`config.mk`:
```
export PLATFORM = sky130hd
export DESIGN_NAME = ahb_slave_if_flat
export DESIGN_NICKNAME = d
export VERILOG_FILES = /design/src/rtl/ahb_slave_if_pkg.sv /design/src/rtl/ahb_slave_if_if.sv /design/src/rtl/ahb_slave_if.sv /design/src/flat_wrapper.sv
export SDC_FILE = /design/constraint.sdc
export NUM_CORES = 1
export LEC_CHECK = 0
export ABC_CLOCK_PERIOD_IN_PS = 2570
export CAP_MARGIN = 20
export CORE_ASPECT_RATIO = 0.7
export CORE_MARGIN = 4
export CORE_UTILIZATION = 45
export DETAILED_ROUTE_END_ITERATION = 8
export DONT_BUFFER_PORTS = 1
export SKIP_LAST_GASP = 1
export SYNTH_ARGS = -nofsm -noshare
export SYNTH_HDL_FRONTEND = slang
export SYNTH_SLANG_ARGS = --single-unit
export TNS_END_PERCENT = 20
```
`constraint.sdc`:
```
create_clock -name Hclk -period 2.57 [get_ports Hclk]
set_clock_uncertainty 0.05 [all_clocks]
set_input_delay 0.6425 -clock Hclk [delete_from_list [all_inputs] [get_ports Hclk]]
set_output_delay 0.6425 -clock Hclk [all_outputs]
set_load 0.1 [all_outputs]
```
`src/rtl/ahb_slave_if_pkg.sv`:
```
// rtl/ahb_slave_if_pkg.sv - shared bridge constants: transfer types, phase states, region map
package ahb_slave_if_pkg;

    localparam logic [1:0] HTRANS_IDLE   = 2'b00;
    localparam logic [1:0] HTRANS_BUSY   = 2'b01;
    localparam logic [1:0] HTRANS_NONSEQ = 2'b10;
    localparam logic [1:0] HTRANS_SEQ    = 2'b11;

    localparam logic [1:0] HRESP_OKAY = 2'b00;

    typedef enum logic [1:0] {
        ST_IDLE    = 2'b00,
        ST_DATA_WR = 2'b01,
        ST_DATA_RD = 2'b10
    } phase_state_t;

    localparam logic [31:0] REGION0_BASE  = 32'h8000_0000;
    localparam logic [31:0] REGION0_LIMIT = 32'h83FF_FFFF;
    localparam logic [31:0] REGION1_BASE  = 32'h8400_0000;
    localparam logic [31:0] REGION1_LIMIT = 32'h87FF_FFFF;
    localparam logic [31:0] REGION2_BASE  = 32'h8800_0000;
    localparam logic [31:0] REGION2_LIMIT = 32'h8BFF_FFFF;

    localparam logic [2:0] SEL_NONE    = 3'b000;
    localparam logic [2:0] SEL_REGION0 = 3'b001;
    localparam logic [2:0] SEL_REGION1 = 3'b010;
    localparam logic [2:0] SEL_REGION2 = 3'b100;

    localparam logic [3:0] BEAT_MAX = 4'd15;

endpackage

```
`src/rtl/ahb_slave_if_if.sv`:
```
// rtl/ahb_slave_if_if.sv - AHB-side bus bundle for the bridge slave interface
interface ahb_slave_if_if;

    logic        Hwrite;
    logic        Hreadyin;
    logic [1:0]  Htrans;
    logic [31:0] Haddr;
    logic [31:0] Hwdata;
    logic [31:0] Prdata;

    logic        valid;
    logic [31:0] Haddr1;
    logic [31:0] Haddr2;
    logic [31:0] Hwdata1;
    logic [31:0] Hwdata2;
    logic        Hwritereg;
    logic [2:0]  tempselx;
    logic        wr_data_phase;
    logic [3:0]  beat_cnt;
    logic [31:0] Hrdata;
    logic [1:0]  Hresp;

    modport slave (
        input  Hwrite, Hreadyin, Htrans, Haddr, Hwdata, Prdata,
        output valid, Haddr1, Haddr2, Hwdata1, Hwdata2, Hwritereg,
               tempselx, wr_data_phase, beat_cnt, Hrdata, Hresp
    );

    modport master (
        output Hwrite, Hreadyin, Htrans, Haddr, Hwdata, Prdata,
        input  valid, Haddr1, Haddr2, Hwdata1, Hwdata2, Hwritereg,
               tempselx, wr_data_phase, beat_cnt, Hrdata, Hresp
    );

endinterface

```
`src/rtl/ahb_slave_if.sv`:
```
// rtl/ahb_slave_if.sv - AHB slave front end of the AHB-to-APB bridge
module ahb_slave_if
    import ahb_slave_if_pkg::*;
(
    input  logic         Hclk,
    input  logic         Hresetn,
    ahb_slave_if_if.slave bus
);

    logic [2:0]   w_tempselx;
    logic         w_in_range;
    logic         w_active_trans;
    logic         w_valid;
    phase_state_t r_state;
    phase_state_t w_state_next;

    logic [31:0]  r_haddr1;
    logic [31:0]  r_haddr2;
    logic [31:0]  r_hwdata1;
    logic [31:0]  r_hwdata2;
    logic         r_hwritereg;
    logic [3:0]   r_beat_cnt;

    // Inline region decoder; anything outside the three windows selects nothing.
    always_comb begin
        w_tempselx = SEL_NONE;
        if (bus.Haddr >= REGION0_BASE && bus.Haddr <= REGION0_LIMIT)
            w_tempselx = SEL_REGION0;
        else if (bus.Haddr >= REGION1_BASE && bus.Haddr <= REGION1_LIMIT)
            w_tempselx = SEL_REGION1;
        else if (bus.Haddr >= REGION2_BASE && bus.Haddr <= REGION2_LIMIT)
            w_tempselx = SEL_REGION2;
    end

    assign w_in_range     = (w_tempselx != SEL_NONE);
    assign w_active_trans = (bus.Htrans == HTRANS_NONSEQ) || (bus.Htrans == HTRANS_SEQ);
    assign w_valid        = bus.Hreadyin && w_active_trans && w_in_range;

    always_ff @(posedge Hclk or negedge Hresetn) begin
        if (!Hresetn) begin
            r_haddr1    <= '0;
            r_haddr2    <= '0;
            r_hwdata1   <= '0;
            r_hwdata2   <= '0;
            r_hwritereg <= 1'b0;
        end else if (bus.Hreadyin) begin
            r_haddr1    <= bus.Haddr;
            r_haddr2    <= r_haddr1;
            r_hwdata1   <= bus.Hwdata;
            r_hwdata2   <= r_hwdata1;
            r_hwritereg <= bus.Hwrite;
        end
    end

    always_ff @(posedge Hclk or negedge Hresetn) begin
        if (!Hresetn)
            r_state <= ST_IDLE;
        else
            r_state <= w_state_next;
    end

    always_comb begin
        w_state_next = r_state;
        if (bus.Hreadyin) begin
            if (w_valid)
                w_state_next = bus.Hwrite ? ST_DATA_WR : ST_DATA_RD;
            else
                w_state_next = ST_IDLE;
        end
    end

    // A SEQ beat counts even without a preceding NONSEQ; the counter sticks at its maximum.
    always_ff @(posedge Hclk or negedge Hresetn) begin
        if (!Hresetn) begin
            r_beat_cnt <= '0;
        end else if (w_valid) begin
            if (bus.Htrans == HTRANS_NONSEQ)
                r_beat_cnt <= '0;
            else if (r_beat_cnt != BEAT_MAX)
                r_beat_cnt <= r_beat_cnt + 4'd1;
        end
    end

    assign bus.valid         = w_valid;
    assign bus.tempselx      = w_tempselx;
    assign bus.Haddr1        = r_haddr1;
    assign bus.Haddr2        = r_haddr2;
    assign bus.Hwdata1       = r_hwdata1;
    assign bus.Hwdata2       = r_hwdata2;
    assign bus.Hwritereg     = r_hwritereg;
    assign bus.wr_data_phase = (r_state == ST_DATA_WR);
    assign bus.beat_cnt      = r_beat_cnt;
    assign bus.Hrdata        = bus.Prdata;
    assign bus.Hresp         = HRESP_OKAY;

endmodule

```
`src/flat_wrapper.sv`:
```
// flat-port wrapper written by rule: the top's interface ports become plain ports
module ahb_slave_if_flat import ahb_slave_if_pkg::*;
  (Hclk, Hresetn, bus_Hwrite, bus_Hreadyin, bus_Htrans, bus_Haddr, bus_Hwdata, bus_Prdata, bus_valid, bus_Haddr1, bus_Haddr2, bus_Hwdata1, bus_Hwdata2, bus_Hwritereg, bus_tempselx, bus_wr_data_phase, bus_beat_cnt, bus_Hrdata, bus_Hresp);
  ahb_slave_if_if bus_i ();
  input  logic Hclk;
  input  logic Hresetn;
  input wire logic [$bits(bus_i.Hwrite)-1:0] bus_Hwrite;
  input wire logic [$bits(bus_i.Hreadyin)-1:0] bus_Hreadyin;
  input wire logic [$bits(bus_i.Htrans)-1:0] bus_Htrans;
  input wire logic [$bits(bus_i.Haddr)-1:0] bus_Haddr;
  input wire logic [$bits(bus_i.Hwdata)-1:0] bus_Hwdata;
  input wire logic [$bits(bus_i.Prdata)-1:0] bus_Prdata;
  output wire logic [$bits(bus_i.valid)-1:0] bus_valid;
  output wire logic [$bits(bus_i.Haddr1)-1:0] bus_Haddr1;
  output wire logic [$bits(bus_i.Haddr2)-1:0] bus_Haddr2;
  output wire logic [$bits(bus_i.Hwdata1)-1:0] bus_Hwdata1;
  output wire logic [$bits(bus_i.Hwdata2)-1:0] bus_Hwdata2;
  output wire logic [$bits(bus_i.Hwritereg)-1:0] bus_Hwritereg;
  output wire logic [$bits(bus_i.tempselx)-1:0] bus_tempselx;
  output wire logic [$bits(bus_i.wr_data_phase)-1:0] bus_wr_data_phase;
  output wire logic [$bits(bus_i.beat_cnt)-1:0] bus_beat_cnt;
  output wire logic [$bits(bus_i.Hrdata)-1:0] bus_Hrdata;
  output wire logic [$bits(bus_i.Hresp)-1:0] bus_Hresp;
  assign bus_i.Hwrite = bus_Hwrite;
  assign bus_i.Hreadyin = bus_Hreadyin;
  assign bus_i.Htrans = bus_Htrans;
  assign bus_i.Haddr = bus_Haddr;
  assign bus_i.Hwdata = bus_Hwdata;
  assign bus_i.Prdata = bus_Prdata;
  assign bus_valid = bus_i.valid;
  assign bus_Haddr1 = bus_i.Haddr1;
  assign bus_Haddr2 = bus_i.Haddr2;
  assign bus_Hwdata1 = bus_i.Hwdata1;
  assign bus_Hwdata2 = bus_i.Hwdata2;
  assign bus_Hwritereg = bus_i.Hwritereg;
  assign bus_tempselx = bus_i.tempselx;
  assign bus_wr_data_phase = bus_i.wr_data_phase;
  assign bus_beat_cnt = bus_i.beat_cnt;
  assign bus_Hrdata = bus_i.Hrdata;
  assign bus_Hresp = bus_i.Hresp;
  ahb_slave_if u_core (.Hclk(Hclk), .Hresetn(Hresetn), .bus(bus_i));
endmodule
```
# Word level (Yosys, flattened, before mapping)
# Index checks and enable logic that the tools add are counted.
# totals
word_cells,34
ff_bits,135
ram_bits,0
rom_bits,0
latch_bits,0
mem_count,0
in_bits,102
# op_classes
bitwise_logic,0
n_div,0
order_cmp,6
n_eq_ne,4
reduce_logical,9
mux,7
shift,0
add_sub_neg,1
mul,0
# op_table
cell,n
$ge 32x32->1 const B,3
$le 32x32->1 const B,3
$mux 3,3
$mux 4,2
$logic_and 1x1->1,5
$add 4x1->4 const B,1
$eq 2x2->1 const B,2
$mux 2,2
$ne 4x4->1 const B,1
$reduce_bool 3->1,1
$eq 2x1->1 const B,1
$reduce_and 2->1,1
$reduce_bool 2->1,1
$logic_or 1x1->1,1

# Logic depth before layout (Yosys ltp)
# depth
word_depth,8
depth_mapped,5

# Least setup slack after synthesis
# OpenSTA, ideal clock, no wires.
# synth_path
path_kind,input port to output port
start,input bus_Haddr[30]
end,output bus_tempselx[0]
setup_slack_ps,-1384
cell_stages,2
n_path_buf,0
required_time_ps,1877
arrival_time_ps,3262
path_cell_list,nor4b_4 -> nor3b_1
# synth_between
elab_chain_len,4
word_cells_on_any_way,8
# synth_lines
element,line_no,source
from (decl),flat_wrapper.sv:10,input wire logic [$bits(bus_i.Haddr)-1:0] bus_Haddr;
$ge 32x32->1 / $le 32x32->1 (equally long branches),ahb_slave_if.sv:29,else if (bus.Haddr >= REGION1_BASE && bus.Haddr <= REGION1_LIMIT)
$logic_and 1x1->1,ahb_slave_if.sv:29,
$mux 3,ahb_slave_if.sv:29,
$mux 3 *,ahb_slave_if.sv:27,if (bus.Haddr >= REGION0_BASE && bus.Haddr <= REGION0_LIMIT)
to (decl),flat_wrapper.sv:19,output wire logic [$bits(bus_i.tempselx)-1:0] bus_tempselx;
# Mark *: on every way between the ends. The rest lies on a longest branch, timed or not.

# Worst setup path after layout
# Same ends and word-level chain as after synthesis.

==> impl_metrics.py <==
metrics = {
    "outcome": {
        "status": "finished, violations left",
        "failed_checks": "negative hold slack",
    },
    "worst_setup_path": {
        "crit_required_ps": 1880,
        "crit_arrival_ps": 1560,
        "endpoint_kind": "primary output",
        "critPathKind": "input port to primary output",
        "crit_fanout": 7,
        "r2r_end": "u_core.bus.beat_cnt[0]",
        "worstSetupStartpointType": "input port",
        "rr_worst_depth": 4,
        "r2r_slack_ps": 1020,
        "reg2reg_from": "u_core.bus.beat_cnt[3]",
    },
    "route": {
        "wl_per_cell_um": 20.79,
        "drt_first_pass_iters": 4,
        "wl_um": 10290,
        "drtAntennaViolNets": 0,
        "route.detailed.drc": 0,
        "drt_iter0_drc": 125,
        "vias": 2649,
        "vias_per_cell": 5.352,
    },
    "placed_design": {
        "place_area_sq_um": 5410,
        "dp_hpwl_um": 7046,
        "place.gp.congestion": 0.7975,
        "io_buffers": 0,
    },
    "final_layout": {
        "fin_util": 0.5109,
        "area_growth_pct": 10.83,
        "antenna_cells": 0,
        "final_common_cell": "dfrtp_1",
        "drive_gt1_frac": 0.5178,
        "final_cell_mix": "dfrtp_1, mux2_2, clkbuf_16",
        "post-route-cell-area_sq_um": 5991,
        "fin_nets": 429,
    },
    "clock_tree": {
        "htreeDepth": 4,
        "cts_setup_buffers": 0,
        "cts_root_buffer": "clkbuf_16",
        "clockBufferDepth": 2,
        "clock-sinks": 135,
        "cts_tree": "yes",
        "cts_made_buffers": 17,
        "cts_resized": 0,
        "clock_latency_ps": 400,
        "cts.clk_slew.worst_paths_ps": 50,
    },
    "synthesis": {
        "synthFlopType": "dfrtp_1",
        "synthAdderAreaFrac": 0.002315,
        "seq_area_frac_synth": 0.6250,
        "synthArstFlopShare": 1.000,
        "yosysUniqueCellTypes": 28,
        "synth_area_sq_um": 5405,
        "synthMuxAreaShare": 0.2734,
        "ys_seq_elements": 135,
        "yosysWarningCount": 0,
        "synth_xor_area_frac": 0,
        "synthSimpleGateAreaFrac": 0.02037,
        "synth_top_family_by_area": "multiplexers",
        "syn_inst": 346,
        "synth_compound_area_frac": 0.01366,
        "synth_edf_count": 0,
        "avgSynthCellArea_sq_um": 15.62,
    },
    "timing": {
        "tightest_slew_ps": 956.6,
        "min_period_ps": 2249,
        "fin_crit_sh": 0.8751,
        "setup-violations-final": 0,
        "slew_headroom": 0.3623,
        "rsz0062_at_grt": "false",
        "final_max_slew_viol_count": 0,
        "whs_ps": -114.3,
        "hold_viol_final": 135,
        "clock.fmax_ghz": 0.4447,
    },
    "floorplanning": {
        "ios": 274,
        "fp-row-count": 33,
        "fp.dieW_um": 139.0,
        "core-area_sq_um": 11730,
        "dieArea_sq_um": 13860,
        "start_util": 0.4609,
        "die_y_um": 99.70,
    },
    "flow_run": {
        "maxCapViolCount": 0,
    },
    "worst_hold_path": {
        "hold_path_class": "input port to asynchronous set/reset pin",
    },
    "global_route": {
        "grt_pass1_vias": 2939,
        "gr-total-overflow": 0,
        "grt_util_all_layers": 0.1508,
        "grt_max_degree": 136,
        "grt_pass1_wl_um": 16470,
        "antenna_found_initial": 1,
    },
    "power": {
        "cellPowerDensity_nw_per_um2": 1216,
        "leakagePower_nw": 2.576,
        "ir_drop_mv": 0.5418,
    },
}
==> logic make-up (layout without fill, tap and decap cells) <==
family	Yosys count	in the layout
AO/OA/AOI/OAI	9	9
adder cells (fa/ha/maj)	1	1
buffers and inverters	54	45
flip-flops	135	135
multiplexers	131	131
other	1	2
AND/OR/NAND/NOR	15	15
==> metal layers <==
metal / wire length, um / global-route usage
met1: 3876 / 0.1688
met2: 4786 / 0.2253
met3: 1448 / 0.1105
met4: 164 / 0.05338
met5: 13 / 0
==> layout make-up <==
type | count | area (sq um)
Clock inverter | 9 | 126.4
Fill cell | 986 | 5736
Timing Repair Buffer | 10 | 125.1
Inverter | 4 | 15.01
Multi-Input combinational cell | 158 | 1695
Clock buffer | 22 | 454.2
Tap cell | 157 | 196.4
Sequential cell | 135 | 3378
==> metrics by stage <==
stage               setup WS (ps)  std cells  hold slack, ps  power, mW  TNS [ps]
finish                      321.1        495          -114.3      7.285         0
global route                239.9        495          -146.9      7.536         0
CTS                         320.7        495          -137.3      7.369         0
detailed placement          319.4        464           300.5      4.973         0
global placement            337.9        464           299.6      4.952         0
floorplan                  -40.47        347           296.9      5.096    -40.47
==> synth_stat cells, types with 2 or more instances <==
cell type  number  area, sq um
and3b_2         2        20.02
buf_2          14        70.07
nor2b_1         2        12.51
a22o_1          2        17.52
buf_4          34        255.2
inv_1           4        15.01
a21oi_1         2        10.01
mux2_2        129         1453
dfrtp_1       135         3378
nand2_1         3        11.26
a41oi_1         2        17.52
==> worst max-delay path, stage by stage <==
cell and delay, ps:
nor4b_4 420, nor3b_4 290, buf_12 200
==> flip-flops by register name (all words and copies together) (netlist names) <==
signal / cells
u_core.bus.Hwdata1: 32
u_core.bus.Haddr2: 32
u_core.bus.Hwdata2: 32
u_core.bus.beat_cnt: 4
u_core.bus.Haddr1: 32
u_core.bus.Hwritereg: 1
u_core.r_state: 2
==> worst max-delay path by stage <==
stage | start | end | slack (ps) | cells past startpoint
final | bus_Haddr[30] | bus_tempselx[0] | 320 | 3
after global routing | bus_Haddr[30] | bus_tempselx[0] | 240 | 3
after CTS | bus_Haddr[30] | bus_tempselx[0] | 320 | 3
after detailed placement | bus_Haddr[30] | bus_tempselx[0] | 320 | 3
after global placement | bus_Haddr[30] | bus_tempselx[0] | 340 | 3
after floorplan | bus_Haddr[30] | bus_tempselx[0] | -40 | 2
==> power by group <==
part	leakage [nW]	switching [mW]	internal, mW
combinational	0.704	0.204	0.256
sequential	1.59	2.11	2.35
clock	0.284	0.827	1.54
total	2.58	3.14	4.14
No activity file was read; power rests on OpenSTA's default activity.
==> RTL edit 1: new RTL, same flow settings <==
Re-encode `phase_state_t` (3 states) as one-hot, 3 bits wide.
--- a/src/rtl/ahb_slave_if_pkg.sv
+++ b/src/rtl/ahb_slave_if_pkg.sv
@@ -9,8 +9,8 @@
     localparam logic [1:0] HRESP_OKAY = 2'b00;
 
-    typedef enum logic [1:0] {
-        ST_IDLE    = 2'b00,
-        ST_DATA_WR = 2'b01,
-        ST_DATA_RD = 2'b10
+    typedef enum logic [2:0] {
+        ST_IDLE    = 3'b001,
+        ST_DATA_WR = 3'b010,
+        ST_DATA_RD = 3'b100
     } phase_state_t;
 
Behaviour: same outputs for any inputs over 4 cycles, from zero or initial values and one cycle with Hresetn low; so few cycles prove little.
==> RTL edit 1 against the original RTL <==
- the flow still finishes with violations (negative hold slack)
- area after synthesis rose by 0.65%
- cell count up 0.20%
- sequential share of layout area down 0.59 points
- cell area grew 1.8%
- wire length shrank 1.8%
- setup slack got worse by 0.028 ns
- die area grew 0.60%
- global-route usage down 0.51 points
- sequential cell count is 1 higher
- count of clock-buffer cells in the layout shrank 5
- power increased by 4.2%
==> RTL edit 1: results (changes against the original RTL) <==
metric;value;unit;change
status;complete, but fails checks;;
violations in the final reports;negative hold slack;;
post-detail-place hpwl;6940;um;-1.5%
drt initial violations;85;;-32%
initial antenna violation count;0;;-1
via-per-instance ratio;5.30;;-0.88%
CP max stage delay;0.44;ns;+0.02 ns
number of port buffers;0;;unchanged
Layout Nets;431;;+0.47%
vias in the first global route;2825;;-3.9%
Flop pwr share;0.592;;-0.020
Sequential Area;3400;um2;+0.78%
first-pass GRT wire length;15900;um;-3.6%
Comb. pwr;0.431;mW;-6.3%
met1 WL;3830;um;-1.1%
buffering overhead;0.0193;;-0.00161
pre-CTS setup slack;0.322;ns;+0.00241 ns
origin of the critical flop-to-flop path;u_core.bus.beat_cnt[0];;
largest net degree at the start of global routing;137;;+0.74%
Synth async-reset ratio;1.00;;unchanged
Slew Limit Headroom;0.361;;-0.00170
M2 GR Usage;0.211;;-0.0145
num rows;33;;unchanged
Netlist cell types;28;;unchanged
WHS;-0.121;ns;-0.00624 ns
Clock buf/inv share;0.107;;+0.0104
crit path max fanout;7;;unchanged
Seq/Total Area, Yosys;0.626;;+0.000805
number of signal-net buffers in the layout;9;;-1
cts bufs inserted;17;;unchanged
reg2reg end;u_core.bus.beat_cnt[0];;
routed len/inst;20.4;um;-2.0%
Seq Cell Count;136;;+0.74%
Syn Inst Count;349;;+0.87%
Placer Congestion;0.726;;-8.9%
GR Util All Layers;0.146;;-0.00507
Post-Place Cells;466;;+0.43%
multi-input gates;160;;+1.3%
clock root buffer;clkbuf_16;;
NetSw;3.17;mW;+1.0%
share of cells above drive strength 1;0.525;;+0.00732
vias;2631;;-0.68%
filler cell count;1004;;+1.8%
met1 usage;0.164;;-0.00507
synth cell count leaders;dfrtp_1, mux2_2, buf_4, buf_2, inv_1;;
wire length on met3;1550;um;+6.8%
Finished Cell Area;6100;um2;+1.8%
post-place instance area;5450;um2;+0.67%
max layer used;met4;;
Final Hold Viols;135;;unchanged
combinational share of power;0.057;;-0.006
leakage dissipation;2.62;nW;+1.6%
Worst Path Arrival;1.58;ns;+0.02 ns
Synth area leaders;dfrtp_1, mux2_2, buf_4;;
Multi-input gate area;1710;um2;+1.0%
flop2flop setup slack;1.05;ns;+0.03 ns
total length of routed met2 wires;4600;um;-4.0%
grt met3 use;0.115;;+0.00471
worst setup margin;0.293;ns;-0.0284 ns
Worst VDD drop;0.621;mV;+15%
RTL edit 1: changes by cell type after synthesis:
cell,unedited run,this run
buf_2,14,15
clkbuf_2,1,0
dfstp_2,0,1
nor2_1,1,3
nor2b_1,2,1
nor3b_1,1,2
RTL edit 1: cells by family (layout without fill, tap and decap cells):
logic type | Yosys count | count (layout) | share of synthesized area
flops | 136 | 136 | 0.626
mux | 131 | 131 | 0.272
buf+inv | 54 | 43 | 0.0642
simple gates | 17 | 17 | 0.0219
compound gates | 9 | 9 | 0.0136
fa+ha+maj | 1 | 1 | 0.00230
other cells | 1 | 2 | 0.000689
RTL edit 1: worst min path at each step:
stage                                  to  slack (ns)
floorplan            u_core.bus.Haddr1[0]        0.30
global placement    u_core.bus.Haddr1[25]        0.30
detailed placement  u_core.bus.Haddr2[25]        0.30
CTS                 u_core.bus.Haddr2[25]       -0.14
global route        u_core.bus.Haddr2[25]       -0.15
finish              u_core.bus.Haddr2[25]       -0.12
==> RTL edit 2: new RTL, same settings <==
Without the edit above. The package constant `REGION2_LIMIT` goes from 32'h8BFF_FFFF to 32'h45FFFFFF.
--- a/src/rtl/ahb_slave_if_pkg.sv
+++ b/src/rtl/ahb_slave_if_pkg.sv
@@ -20,5 +20,5 @@
     localparam logic [31:0] REGION1_LIMIT = 32'h87FF_FFFF;
     localparam logic [31:0] REGION2_BASE  = 32'h8800_0000;
-    localparam logic [31:0] REGION2_LIMIT = 32'h8BFF_FFFF;
+    localparam logic [31:0] REGION2_LIMIT = 32'h45FFFFFF;
 
     localparam logic [2:0] SEL_NONE    = 3'b000;
Behaviour: not the same (a bounded check fails within 4 cycles, from zero or initial values and one cycle with Hresetn low).
==> RTL edit 2 against the original RTL <==
- the flow still finishes with violations (negative hold slack)
- setup slack improved by 0.088 ns
- area after synthesis increased by 0.35%
- sequential cell count unchanged
- highest routed layer is now met4
- cell area decreased by 1.9%
- synthesized cell count unchanged
- fmax increased by 4.1%
- power about the same
- wire length decreased by 2.7%
==> RTL edit 2: results (changes against the original RTL) <==
metric;value;unit;change
Layout Nets;428;;-0.23%
Comb. pwr;0.467;mW;+2%
pre-CTS setup slack;0.403;ns;+0.0839 ns
total length of routed met2 wires;4640;um;-3.2%
status;complete, but fails checks;;
wire length on met3;1360;um;-5.8%
filler cell count;1004;;+1.8%
M2 GR Usage;0.215;;-0.0100
synth cell count leaders;dfrtp_1, mux2_2, buf_4, buf_6;;
first-pass GRT wire length;16000;um;-3.1%
Synth Area in Compound Gates;0.0113;;-0.00235
post-place instance area;5300;um2;-2.1%
violations in the final reports;negative hold slack;;
Sw Share;0.447;;+0.0151
max layer used;met4;;
grt met3 use;0.0962;;-0.0143
Slew Limit Headroom;0.367;;+0.00467
Netlist cell types;22;;-21%
initial antenna violation count;0;;-1
met1 WL;3850;um;-0.70%
Synth area leaders;dfrtp_1, mux2_2, buf_4;;
Worst Path Arrival;1.47;ns;-0.09 ns
Worst VDD drop;0.661;mV;+22%
Final Hold Viols;135;;unchanged
WHS;-0.124;ns;-0.0101 ns
adder-cell share of the synthesized area;0.00231;;-0.00000801
TritonRoute pass-1 iters;5;;+1
total detailed-routing wirelength;10000;um;-2.7%
GR Util All Layers;0.147;;-0.00426
via-per-instance ratio;5.26;;-1.7%
Placer Congestion;0.737;;-7.6%
[RTL edit 2: area by class of cell]
type	instances	area, um2	area share
Clock buffer	18	429	0.0730
Clock inverter	14	151	0.0258
Inverter	5	18.8	0.00319
Multi-Input combinational cell	158	1640	0.280
Sequential cell	135	3380	0.575
Tap cell	157	196	0.0334
Timing Repair Buffer	8	60.1	0.0102
[RTL edit 2: path summary, 6_finish.rpt]
check	from	to	slack [ns]	cells after the start
worst max-delay path	bus_Haddr[27]	bus_valid	0.41	3
worst min-delay path	Hresetn	u_core.r_state[0]	-0.12	0
worst max register to register	u_core.bus.beat_cnt[0]	u_core.bus.beat_cnt[1]	1.10	4
worst min register to register	u_core.bus.Haddr1[27]	u_core.bus.Haddr1[27]	0.48	1
max in group asynchronous	Hresetn	u_core.bus.Hwdata2[7]	2.41	0
min in group Hclk	bus_Hwrite	u_core.r_state[1]	0.27	1
